`config.mk`:
```
export PLATFORM = sky130hd
export DESIGN_NAME = cr_tlvp_spl
export DESIGN_NICKNAME = d
export VERILOG_FILES = /design/src/rtl/cr_structs.sv /design/src/rtl/cr_tlvp_spl.sv
export SDC_FILE = /design/constraint.sdc
export NUM_CORES = 1
export LEC_CHECK = 0
export ABC_AREA = 1
export BUFFER_PORTS_ARGS = -buffer_cell sky130_fd_sc_hd__clkbuf_2
export CAP_MARGIN = 20
export CORE_MARGIN = 1.5
export CORE_UTILIZATION = 40
export CTS_BUF_LIST = sky130_fd_sc_hd__clkbuf_2 sky130_fd_sc_hd__clkbuf_4 sky130_fd_sc_hd__clkbuf_8
export DETAILED_ROUTE_END_ITERATION = 10
export SLEW_MARGIN = 10
export SYNTH_ARGS = -nofsm -noshare
export SYNTH_HDL_FRONTEND = slang
export SYNTH_SLANG_ARGS = --single-unit
```
`constraint.sdc`:
```
create_clock -name clk -period 3.7 [get_ports clk]
set_input_delay 0.185 -clock clk [delete_from_list [all_inputs] [get_ports clk]]
set_output_delay 0.185 -clock clk [all_outputs]
set_load 0.05 [all_outputs]
```
`src/rtl/cr_structs.sv`:
```
// ============================================================================
// Module      : cr_structs
// Description : Shared AXI4-Stream / TLV bus types, widths and the bip2 helper.
// Revision    : 1.0 - initial release
// ============================================================================
`default_nettype none

package cr_structs;

    localparam int TLVP_ORD_NUM_WIDTH = 4;

    typedef struct packed {
        logic        tlast;
        logic [7:0]  tid;
        logic [7:0]  tstrb;
        logic [7:0]  tuser;
        logic [63:0] tdata;
    } axi4s_dp_bus_t;

    typedef struct packed {
        logic                          insert;
        logic [TLVP_ORD_NUM_WIDTH-1:0] ordern;
        logic [7:0]                    typen;
        logic                          sot;
        logic                          eot;
        logic                          tlast;
        logic [7:0]                    tid;
        logic [7:0]                    tstrb;
        logic [7:0]                    tuser;
        logic [63:0]                   tdata;
    } tlvp_if_bus_t;

    // tlv_len counts 64-bit words and includes this header word.
    typedef struct packed {
        logic [1:0]  tlv_bip2;
        logic [29:0] rsvd;
        logic [23:0] tlv_len;
        logic [7:0]  tlv_type;
    } tlv_word_0_t;

    // Bit 0 is parity of the even data bits, bit 1 of the odd data bits.
    function automatic logic [1:0] bip2_64(input logic [63:0] data);
        logic [1:0] acc;
        acc = 2'b00;
        for (int i = 0; i < 64; i += 2) begin
            acc[0] = acc[0] ^ data[i];
            acc[1] = acc[1] ^ data[i+1];
        end
        return acc;
    endfunction

endpackage

`default_nettype wire

```
`src/rtl/cr_tlvp_spl.sv`:
```
// ============================================================================
// Module      : cr_tlvp_spl
// Description : Splits an inbound TLV stream into pass-through and user paths.
//               Optional header bip2 check enabled by TLVP_SPL_BIP2_CHK_EN.
// Revision    : 1.0 - initial release
// ============================================================================
`default_nettype none

module cr_tlvp_spl
    import cr_structs::*;
#(
    parameter logic [31:0]                   USR_TYPE_MASK = 32'h0,
    parameter logic [TLVP_ORD_NUM_WIDTH-1:0] ORD_INIT      = TLVP_ORD_NUM_WIDTH'(1)
) (
    input  logic          clk,
    input  logic          rst_n,
    input  logic          axi_ib_empty,
    input  axi4s_dp_bus_t axi_ib,
    output logic          axi_ib_rd,
    input  logic          pt_ib_afull,
    output logic          pt_ib_wr,
    output tlvp_if_bus_t  pt_ib_tlv,
    input  logic          usr_ib_afull,
    output logic          usr_ib_wr,
    output tlvp_if_bus_t  usr_ib_tlv,
    output logic [2:0]    tlvp_spl_err
);

    typedef enum logic [1:0] {
        ST_WAIT_SOT = 2'd0,
        ST_IN_TLV   = 2'd1,
        ST_DROP     = 2'd2
    } state_e;

    localparam int ERR_TRUNC = 0;
    localparam int ERR_LEN   = 1;
    localparam int ERR_BIP2  = 2;

    state_e                        state_q, state_d;
    logic [TLVP_ORD_NUM_WIDTH-1:0] ordern_q, ordern_d;
    logic [23:0]                   remaining_q, remaining_d;
    logic                          dest_usr_q, dest_usr_d;
    logic [7:0]                    type_q, type_d;

    logic                          pt_wr_q, usr_wr_q;
    tlvp_if_bus_t                  pt_tlv_q, usr_tlv_q;
    logic [2:0]                    err_q, err_d;

    tlv_word_0_t                   w_w0;
    logic                          w_dec_usr;
    logic                          w_rd;
    logic                          w_wr;
    logic                          w_wr_usr;
    logic                          w_sot;
    logic                          w_eot;
    logic [7:0]                    w_typen;
    tlvp_if_bus_t                  w_bus;
    logic                          w_unused;

    assign w_w0      = tlv_word_0_t'(axi_ib.tdata);
    assign w_dec_usr = (w_w0.tlv_type < 8'd32) && USR_TYPE_MASK[w_w0.tlv_type[4:0]];

`ifdef TLVP_SPL_BIP2_CHK_EN
    logic [1:0] w_bip2_calc;
    assign w_bip2_calc = bip2_64({2'b00, axi_ib.tdata[61:0]});
    assign w_unused    = ^w_w0.rsvd;
`else
    assign w_unused    = ^{w_w0.tlv_bip2, w_w0.rsvd};
`endif

    always_comb begin
        state_d     = state_q;
        ordern_d    = ordern_q;
        remaining_d = remaining_q;
        dest_usr_d  = dest_usr_q;
        type_d      = type_q;
        err_d       = 3'b000;
        w_rd        = 1'b0;
        w_wr        = 1'b0;
        w_wr_usr    = dest_usr_q;
        w_sot       = 1'b0;
        w_eot       = 1'b0;
        w_typen     = type_q;

        case (state_q)
            ST_WAIT_SOT: begin
                if (!axi_ib_empty) begin
                    if (axi_ib.tuser[0] && (w_w0.tlv_len != 24'd0)) begin
                        // Header stalls on the freshly decoded destination's afull.
                        w_rd = w_dec_usr ? ~usr_ib_afull : ~pt_ib_afull;
                        if (w_rd) begin
                            w_wr       = 1'b1;
                            w_wr_usr   = w_dec_usr;
                            dest_usr_d = w_dec_usr;
                            type_d     = w_w0.tlv_type;
                            w_typen    = w_w0.tlv_type;
                            w_sot      = 1'b1;
                            w_eot      = (w_w0.tlv_len == 24'd1) || axi_ib.tlast;
                            err_d[ERR_TRUNC] = axi_ib.tlast && (w_w0.tlv_len != 24'd1);
`ifdef TLVP_SPL_BIP2_CHK_EN
                            err_d[ERR_BIP2]  = (w_bip2_calc != w_w0.tlv_bip2);
`endif
                            if (w_eot) begin
                                remaining_d = 24'd0;
                            end else begin
                                remaining_d = w_w0.tlv_len - 24'd1;
                                state_d     = ST_IN_TLV;
                            end
                        end
                    end else begin
                        // Bad header or zero length: nothing is written, so no backpressure.
                        w_rd           = 1'b1;
                        err_d[ERR_LEN] = 1'b1;
                        if (!axi_ib.tlast) begin
                            state_d = ST_DROP;
                        end
                    end
                end
            end

            ST_IN_TLV: begin
                if (!axi_ib_empty) begin
                    w_rd = dest_usr_q ? ~usr_ib_afull : ~pt_ib_afull;
                    if (w_rd) begin
                        w_wr             = 1'b1;
                        w_eot            = (remaining_q == 24'd1) || axi_ib.tlast;
                        err_d[ERR_TRUNC] = axi_ib.tlast && (remaining_q != 24'd1);
                        if (w_eot) begin
                            remaining_d = 24'd0;
                            state_d     = ST_WAIT_SOT;
                        end else begin
                            remaining_d = remaining_q - 24'd1;
                        end
                    end
                end
            end

            ST_DROP: begin
                if (!axi_ib_empty) begin
                    w_rd = 1'b1;
                    if (axi_ib.tlast) begin
                        state_d = ST_WAIT_SOT;
                    end
                end
            end

            default: begin
                state_d = ST_WAIT_SOT;
            end
        endcase

        if (w_rd && axi_ib.tlast) begin
            ordern_d = ORD_INIT;
        end else if (w_wr && w_eot) begin
            ordern_d = ordern_q + TLVP_ORD_NUM_WIDTH'(1);
        end

        w_bus        = '0;
        w_bus.insert = 1'b0;
        w_bus.ordern = ordern_q;
        w_bus.typen  = w_typen;
        w_bus.sot    = w_sot;
        w_bus.eot    = w_eot;
        w_bus.tlast  = axi_ib.tlast;
        w_bus.tid    = axi_ib.tid;
        w_bus.tstrb  = axi_ib.tstrb;
        w_bus.tuser  = axi_ib.tuser;
        w_bus.tdata  = axi_ib.tdata;
    end

    assign axi_ib_rd = w_rd & rst_n;

    always_ff @(posedge clk or negedge rst_n) begin
        if (!rst_n) begin
            state_q     <= ST_WAIT_SOT;
            ordern_q    <= ORD_INIT;
            remaining_q <= 24'd0;
            dest_usr_q  <= 1'b0;
            type_q      <= 8'd0;
            pt_wr_q     <= 1'b0;
            usr_wr_q    <= 1'b0;
            pt_tlv_q    <= '0;
            usr_tlv_q   <= '0;
            err_q       <= 3'b000;
        end else begin
            state_q     <= state_d;
            ordern_q    <= ordern_d;
            remaining_q <= remaining_d;
            dest_usr_q  <= dest_usr_d;
            type_q      <= type_d;
            pt_wr_q     <= w_wr & ~w_wr_usr;
            usr_wr_q    <= w_wr & w_wr_usr;
            err_q       <= err_d;
            if (w_wr && !w_wr_usr) begin
                pt_tlv_q <= w_bus;
            end
            if (w_wr && w_wr_usr) begin
                usr_tlv_q <= w_bus;
            end
        end
    end

    assign pt_ib_wr     = pt_wr_q;
    assign usr_ib_wr    = usr_wr_q;
    assign pt_ib_tlv    = pt_tlv_q;
    assign usr_ib_tlv   = usr_tlv_q;
    assign tlvp_spl_err = err_q;

endmodule

`default_nettype wire

```
==> summary.txt, run 1 <==
Floorplanning
  • Num ports: 308
  • CORE AREA: 26,950 sq um
  • Die ar.: 28,540 sq um
  • Initial core utilization: 40.86%
  • Width of the chip: 168.9 um
  • Site Rows: 60
  • Die height: 168.9 um

Yosys
  • Synth warnings: 0
  • Flops & latches, synth: 249
  • Area share of fa/ha/maj cells after synthesis: 0.5681%
  • Synthesized area: 11,010 sq um
  • Synth unique cells: 35
  • Mux contribution to synthesized area: 0%
  • Simple-gate area share of the yosys netlist: 22.49%
  • Average size of a mapped cell: 8.564 sq um
  • Primary FF master, synth: dfrtp_1
  • Post-synth EDFFs: 0
  • Post-synth ARST share: 100.0%
  • Largest family of logic cells by synthesized area: simple AND/OR/NAND/NOR gates
  • Sequential element share of the synthesized area: 56.59%
  • Cell count after synthesis: 1,286
  • Synth Area in Compound Gates: 10.86%
  • Xor/xnor share of the synthesized area: 1.591%

Pwr
  • P_leak: 7.879 nW
  • Sequential share of power: 35.5%
  • Clk pwr share: 24.2%
  • Gate power share: 40.3%
  • Worst VDD drop: 311.6 uV
  • Internal: 6.004 mW
  • Switching part of the total: 45.05%
  • Pwr Density: 753.9 nW/um^2
  • Sw Pwr: 4.922 mW

STA
  • Slew Limit Fails: 0
  • Clk_skew: 0.02107 ns
  • Final worst slack: 0.7714 ns
  • RSZ-0062 raised after global routing: false
  • Max Fclk: 341.5 MHz
  • # setup viols final: 0
  • Worst-Margin Slew: 0.9858 ns
  • Rel. slew slack: 33.77%
  • Period minus WS final: 2.929 ns
  • Period Utilization, post-route: 79.15%
  • Final hold violations: 0
  • Setup_tns: 0 ns

Clock tree
  • Clk Latency, worst-skew pair: 0.54 ns
  • TritonCTS buffer count: 44
  • CTS tree: yes
  • Setup bufs post-CTS: 0
  • Clock Path Buffers: 3
  • H-tree Lvls: 2
  • CTS root buf: clkbuf_8
  • Sink Count: 249
  • Reg clk slew, reported paths: 0.05 ns

Final layout
  • Fillers: 2,549
  • Reg area: 6232 sq um
  • ANT cells: 0
  • Most common cell after layout, fill and taps aside: nand2_1
  • Area of the multi-input gates: 3940 sq um
  • Final nets: 1,776
  • Commonest non-fill, non-tap cells in the layout: nand2_1 (437), clkbuf_2 (303), dfrtp_1 (248)
  • Share of cells above drive strength 1: 25.63%
  • Syn-to-layout area delta: 31.58%
  • Final instance area: 14,490 sq um
  • Final Util: 53.77%

Routing
  • Final WL: 31.39 mm
  • Wire per inst: 15.31 um
  • Vias: 9,735
  • DRT iter0 DRCs: 707
  • Final antenna-violating net count: 0
  • 1st-pass router iterations: 5
  • Drt via density: 4.749
  • DRC violations left: 0

Global routing
  • Residual overflow from global routing: 0
  • Total GRT Usage: 21.99%
  • Initial antenna violation count: 0
  • Vias in the first global route: 9,315
  • Largest net degree at the start of global routing: 112
  • Global-route wire length before repair: 50.05 mm

Hold path
  • Hold Path Class: in -> reg
  • Hold path startpoint: axi_ib[17]
  • Worst hold stages: 3
  • Hold Path Sink: pt_ib_tlv[17]$_DFFE_PN0P_

Placed design
  • Placed Area: 12,730 sq um
  • DP HPWL: 21.87 mm
  • Post-Place Setup Slack: 0.7959 ns
  • PortBufs: 304
  • Final RePlAce weighted congestion: 0.8451

Critical path
  • Critical Path Stages: 14
  • Worst R2R Setup Slack: 0.90 ns
  • CP Class: in -> reg
  • Reg2reg end: usr_ib_tlv[26]$_DFFE_PN0P_
  • Slowest stage delay, CP: 0.53 ns
  • R2R Path Start: state_q[0]$_DFFE_PN0P_
  • CP required: 4.11 ns
  • CP Capture Type: flop
  • Worst EP arrival: 3.34 ns
  • Max FO, Critical Path: 106
  • Delay-heaviest family, CP: simple AND/OR/NAND/NOR gates
  • Crit-path cells: dlygate4sd3_1 -> clkbuf_2 -> inv_1 -> ha_1 -> nand2_2 -> nor2_4 -> nand3_2 -> nand3_2 -> nand2_2 -> inv_2 -> nand2_8 -> buf_4 -> nand2_1 -> o21ai_1
  • Crit path max-delay cell type: dlygate4sd3_1
  • Buf+Inv Stages, Crit Path: 5
  • Crit start category: input port
  • R2R depth: 10

Run status
  • Status: finished clean

Run
  • Max cap viols: 0
==> cell usage after synthesis, types with 2 or more instances <==
| cell type | number | area (sq um) |
|---|---|---|
| a21oi_1 | 2 | 10.01 |
| buf_2 | 11 | 55.05 |
| buf_4 | 18 | 135.1 |
| buf_6 | 13 | 146.4 |
| clkbuf_1 | 11 | 41.29 |
| dfrtp_1 | 248 | 6206 |
| ha_1 | 5 | 62.56 |
| inv_1 | 122 | 457.9 |
| inv_2 | 6 | 22.52 |
| nand2_1 | 437 | 1640 |
| nand2_2 | 3 | 18.77 |
| nand2_4 | 2 | 22.52 |
| nand3_1 | 57 | 285.3 |
| nand3_2 | 2 | 20.02 |
| nand3b_1 | 2 | 15.01 |
| nand4_1 | 13 | 81.33 |
| nor2_1 | 77 | 289.0 |
| nor2_2 | 8 | 50.05 |
| nor3_1 | 3 | 15.01 |
| o21a_1 | 3 | 22.52 |
| o21ai_0 | 19 | 95.09 |
| o21ai_1 | 172 | 860.8 |
| o21ai_2 | 21 | 183.9 |
| xor2_1 | 20 | 175.2 |
==> timing repair <==
item | in CTS | in global routing
hold buffers | 83 | 0
hold endpoints to repair | 265 | 0
resized for setup | 0 | 0
==> worst register-to-register path: stages (launching register included) <==
cell     delay, ns
dfrtp_1       0.43
nor2_1        0.24
nand2_1       0.10
nor2_1        0.12
nand3_2       0.37
nand2_2       0.28
inv_2         0.09
nand2_8       0.46
buf_4         0.45
nand2_1       0.08
o21ai_1       0.09
==> routing by layer <==
layer	wire, um	GRT usage [%]	up-vias	share of wire, %
met3	1922	4.302	54	6.1
met2	14920	36.27	305	48
met5	0	0	-	0
li1	-	-	4869	-
met4	766	7.182	0	2.4
met1	13780	29.13	4507	44
==> worst max-delay path by stage <==
stage	startpoint	endpoint	slack [ns]
after floorplan	axi_ib[8]	axi_ib_rd	1.97
after global placement	axi_ib[9]	usr_ib_tlv[86]$_DFFE_PN0P_	0.87
after detailed placement	axi_ib[8]	usr_ib_tlv[86]$_DFFE_PN0P_	0.80
after CTS	axi_ib[8]	usr_ib_tlv[86]$_DFFE_PN0P_	0.82
after global routing	axi_ib[8]	usr_ib_tlv[88]$_DFFE_PN0P_	0.53
final	axi_ib[8]	usr_ib_tlv[25]$_DFFE_PN0P_	0.77
==> power by group through the flow <==
stage                     sequential, mW  clock, mW  combinational, mW
final                               3.88       2.64               4.41
after detailed placement            3.91          0               4.35
after CTS                           3.87       2.73               4.43
after global routing                3.97       2.85               4.77
after floorplan                     5.71          0               1.42
after global placement              3.90          0               4.31
==> logic make-up after synthesis <==
group	Yosys count
compound gates	220
fa+ha+maj	5
flops	249
buf+inv	183
other cells	1
xor+xnor	20
simple gates	608
==> state kept, by name, summed over array words and instances (netlist names) <==
register and count:
tlvp_spl_err 2, ordern_q 4, pt_ib_tlv 103, usr_ib_tlv 103, dest_usr_q 1, type_q 8
remaining_q 24, pt_ib_wr 1, state_q 2, usr_ib_wr 1
==> through the flow <==
step | std cells | hold WS [ns] | power [mW]
5_1_grt | 2050 | 0.02587 | 11.58
4_1_cts | 2050 | 0.008071 | 11.04
6_report | 2050 | 0.03930 | 10.93
3_5_place_dp | 1889 | 0.2706 | 8.265
3_3_place_gp | 1889 | 0.2732 | 8.216
2_1_floorplan | 1288 | -0.1106 | 7.127
==> cell type report <==
class / count / area share (%)
inverters: 129 / 3.341
multi-input cells: 856 / 27.19
clock inverters: 6 / 0.2504
repair buffers: 397 / 17.08
flip-flops and latches: 249 / 43.01
well taps: 341 / 2.944
clock buffers: 72 / 6.191
Note: power is estimated with default switching activity, not from simulation.
==> run 2: changes to the inputs <==
clock period = 2.7 ns   (was 3.7 ns; I/O delays follow)
==> run 2 against run 1 <==
Effect of this change: routed wire length decreased by 0.43%; non-clock buffer count increased by 18; clock-buffer cell count decreased by 5; power increased by 40%; via count increased by 1.0%; critical path depth decreased by 2; hold slack improved by 0.058 ns; final area increased by 2.1%; clock skew increased by 0.00088 ns; die area unchanged; sequential share of layout area decreased by 0.88 points; largest cell class unchanged; highest routed layer unchanged.
==> summary.txt, run 2 (same netlist as run 1, synthesis figures left out) <==
Clock tree
  • CTS tree: yes
  • Clock Path Buffers: 3
  • H-tree Lvls: 2
  • TritonCTS buffer count: 44
  • Clk Latency, worst-skew pair: 0.53 ns
  • Reg clk slew, reported paths: 0.06 ns
  • Setup bufs post-CTS: 0
  • Sink Count: 249
  • CTS root buf: clkbuf_8

Final layout
  • ANT cells: 0
  • Most common cell after layout, fill and taps aside: nand2_1
  • Final nets: 1,794
  • Share of cells above drive strength 1: 26.07%
  • Commonest non-fill, non-tap cells in the layout: nand2_1 (437), clkbuf_2 (302), dfrtp_1 (248)
  • Syn-to-layout area delta: 34.33%
  • Final Util: 54.89%
  • Final instance area: 14,790 sq um

STA
  • RSZ-0062 raised after global routing: false
  • Worst-Margin Slew: 0.7568 ns
  • # setup viols final: 0
  • Max Fclk: 393.0 MHz
  • Final worst slack: 0.1553 ns
  • Slew Limit Fails: 0
  • Setup_tns: 0 ns
  • Period Utilization, post-route: 94.25%
  • Final hold violations: 0
  • Rel. slew slack: 49.55%
  • Clk_skew: 0.02195 ns
  • Hold_ws: 0.09686 ns
  • Period minus WS final: 2.545 ns

Critical path
  • Delay-heaviest family, CP: buffers and inverters
  • Crit path max-delay cell type: dlygate4sd3_1
  • Buf+Inv Stages, Crit Path: 4
  • CP Capture Type: output port
  • Worst EP arrival: 2.41 ns
  • R2R depth: 10
  • Max FO, Critical Path: 7
  • Most common cell on crit path: nand2_1
  • CP required: 2.57 ns
  • Critical Path Stages: 12
  • Crit-path cells: dlygate4sd3_1 -> clkbuf_2 -> inv_1 -> ha_1 -> nand2_2 -> nor2_4 -> nand3_2 -> nand2_1 -> nand2_1 -> nand2_1 -> and3_1 -> buf_2
  • CP Class: in -> out
  • Slowest stage delay, CP: 0.53 ns
  • Crit start category: input port
  • Worst R2R Setup Slack: 0.42 ns

Run status
  • Status: finished clean

Floorplanning
  • Die height: 168.9 um
  • Num ports: 308
  • CORE AREA: 26,950 sq um
  • Width of the chip: 168.9 um
  • Initial core utilization: 40.86%
  • Die ar.: 28,540 sq um
  • Site Rows: 60

Global routing
  • Global-route wire length before repair: 50.43 mm
  • Initial antenna violation count: 0
  • Vias in the first global route: 9,598
  • Total GRT Usage: 22.05%
  • Residual overflow from global routing: 0
  • Largest net degree at the start of global routing: 134

Hold path
  • Worst hold stages: 6
  • Hold Path Class: in -> reg

Placed design
  • Final RePlAce weighted congestion: 0.8507
  • DP HPWL: 22.09 mm
  • PortBufs: 304
  • Post-Place Setup Slack: 0.4669 ns
  • Placed Area: 12,880 sq um

Pwr
  • Sw Pwr: 6.828 mW
  • Gate power share: 40.0%
  • Sequential share of power: 34.8%
  • Switching part of the total: 44.60%
  • P_leak: 8.019 nW
  • Internal: 8.480 mW
  • Clk pwr share: 25.2%
  • Pwr Density: 1035 nW/um^2
  • Worst VDD drop: 424.9 uV

Routing
  • DRT iter0 DRCs: 736
  • Drt via density: 4.749
  • Final antenna-violating net count: 0
  • DRC violations left: 0
  • 1st-pass router iterations: 8
  • Vias: 9,835
  • Final WL: 31.26 mm
  • Wire per inst: 15.09 um

Run
  • Max cap viols: 0
run 2: cell type report:
class | count | area [sq um]
Clock buffer | 67 | 872.1
Clock inverter | 14 | 133.9
Tap cell | 341 | 426.7
Fill cell | 2546 | 12160
Timing Repair Buffer | 415 | 2705
Inverter | 129 | 484.2
Multi-Input combinational cell | 856 | 3940
Sequential cell | 249 | 6232
run 2: path summary, 6_finish.rpt:
path / from / end
worst max-delay path: axi_ib[8] / axi_ib_rd
worst min-delay path: pt_ib_afull / state_q[1]$_DFFE_PN0P_
worst max register to register: state_q[0]$_DFFE_PN0P_ / usr_ib_tlv[51]$_DFFE_PN0P_
worst min register to register: usr_ib_tlv[90]$_DFFE_PN0P_ / usr_ib_tlv[90]$_DFFE_PN0P_
max in group asynchronous: rst_n / usr_ib_tlv[23]$_DFFE_PN0P_
min in group asynchronous: rst_n / pt_ib_tlv[74]$_DFFE_PN0P_
run 2: through the flow:
stage | instances | power, mW
after detailed placement | 1899 | 11.41
after CTS | 2071 | 15.42
after global placement | 1899 | 11.34
final | 2071 | 15.31
after floorplan | 1288 | 9.767
after global routing | 2071 | 16.22
run 2: metal layers:
layer	GRT usage (%)	vias up	share of wire (%)
met2	36.85	273	47
met4	7.958	0	3.1
met3	3.647	61	5.3
met5	0	-	0
met1	28.96	4586	44
li1	-	4915	-
run 2: power groups by stage:
stage,clock (mW),sequential [mW],combinational [mW]
floorplan,0,7.82,1.95
CTS,3.94,5.33,6.15
detailed placement,0,5.39,6.03
finish,3.85,5.33,6.12
global placement,0,5.36,5.98
global route,4.11,5.47,6.64
run 2: tightest hold or removal path, cell delays in order:
cell and delay [ns]:
clkbuf_2 0.08, inv_1 0.06, nand3_1 0.09, nand2_1 0.09, nand4_1 0.09, nand2_1 0.05
run 2: repair_timing:
action,4_1_cts,5_1_grt
gates resized for setup,0,1
setup endpoints to repair,0,1
hold buffers,91,0
hold endpoints to repair,435,0
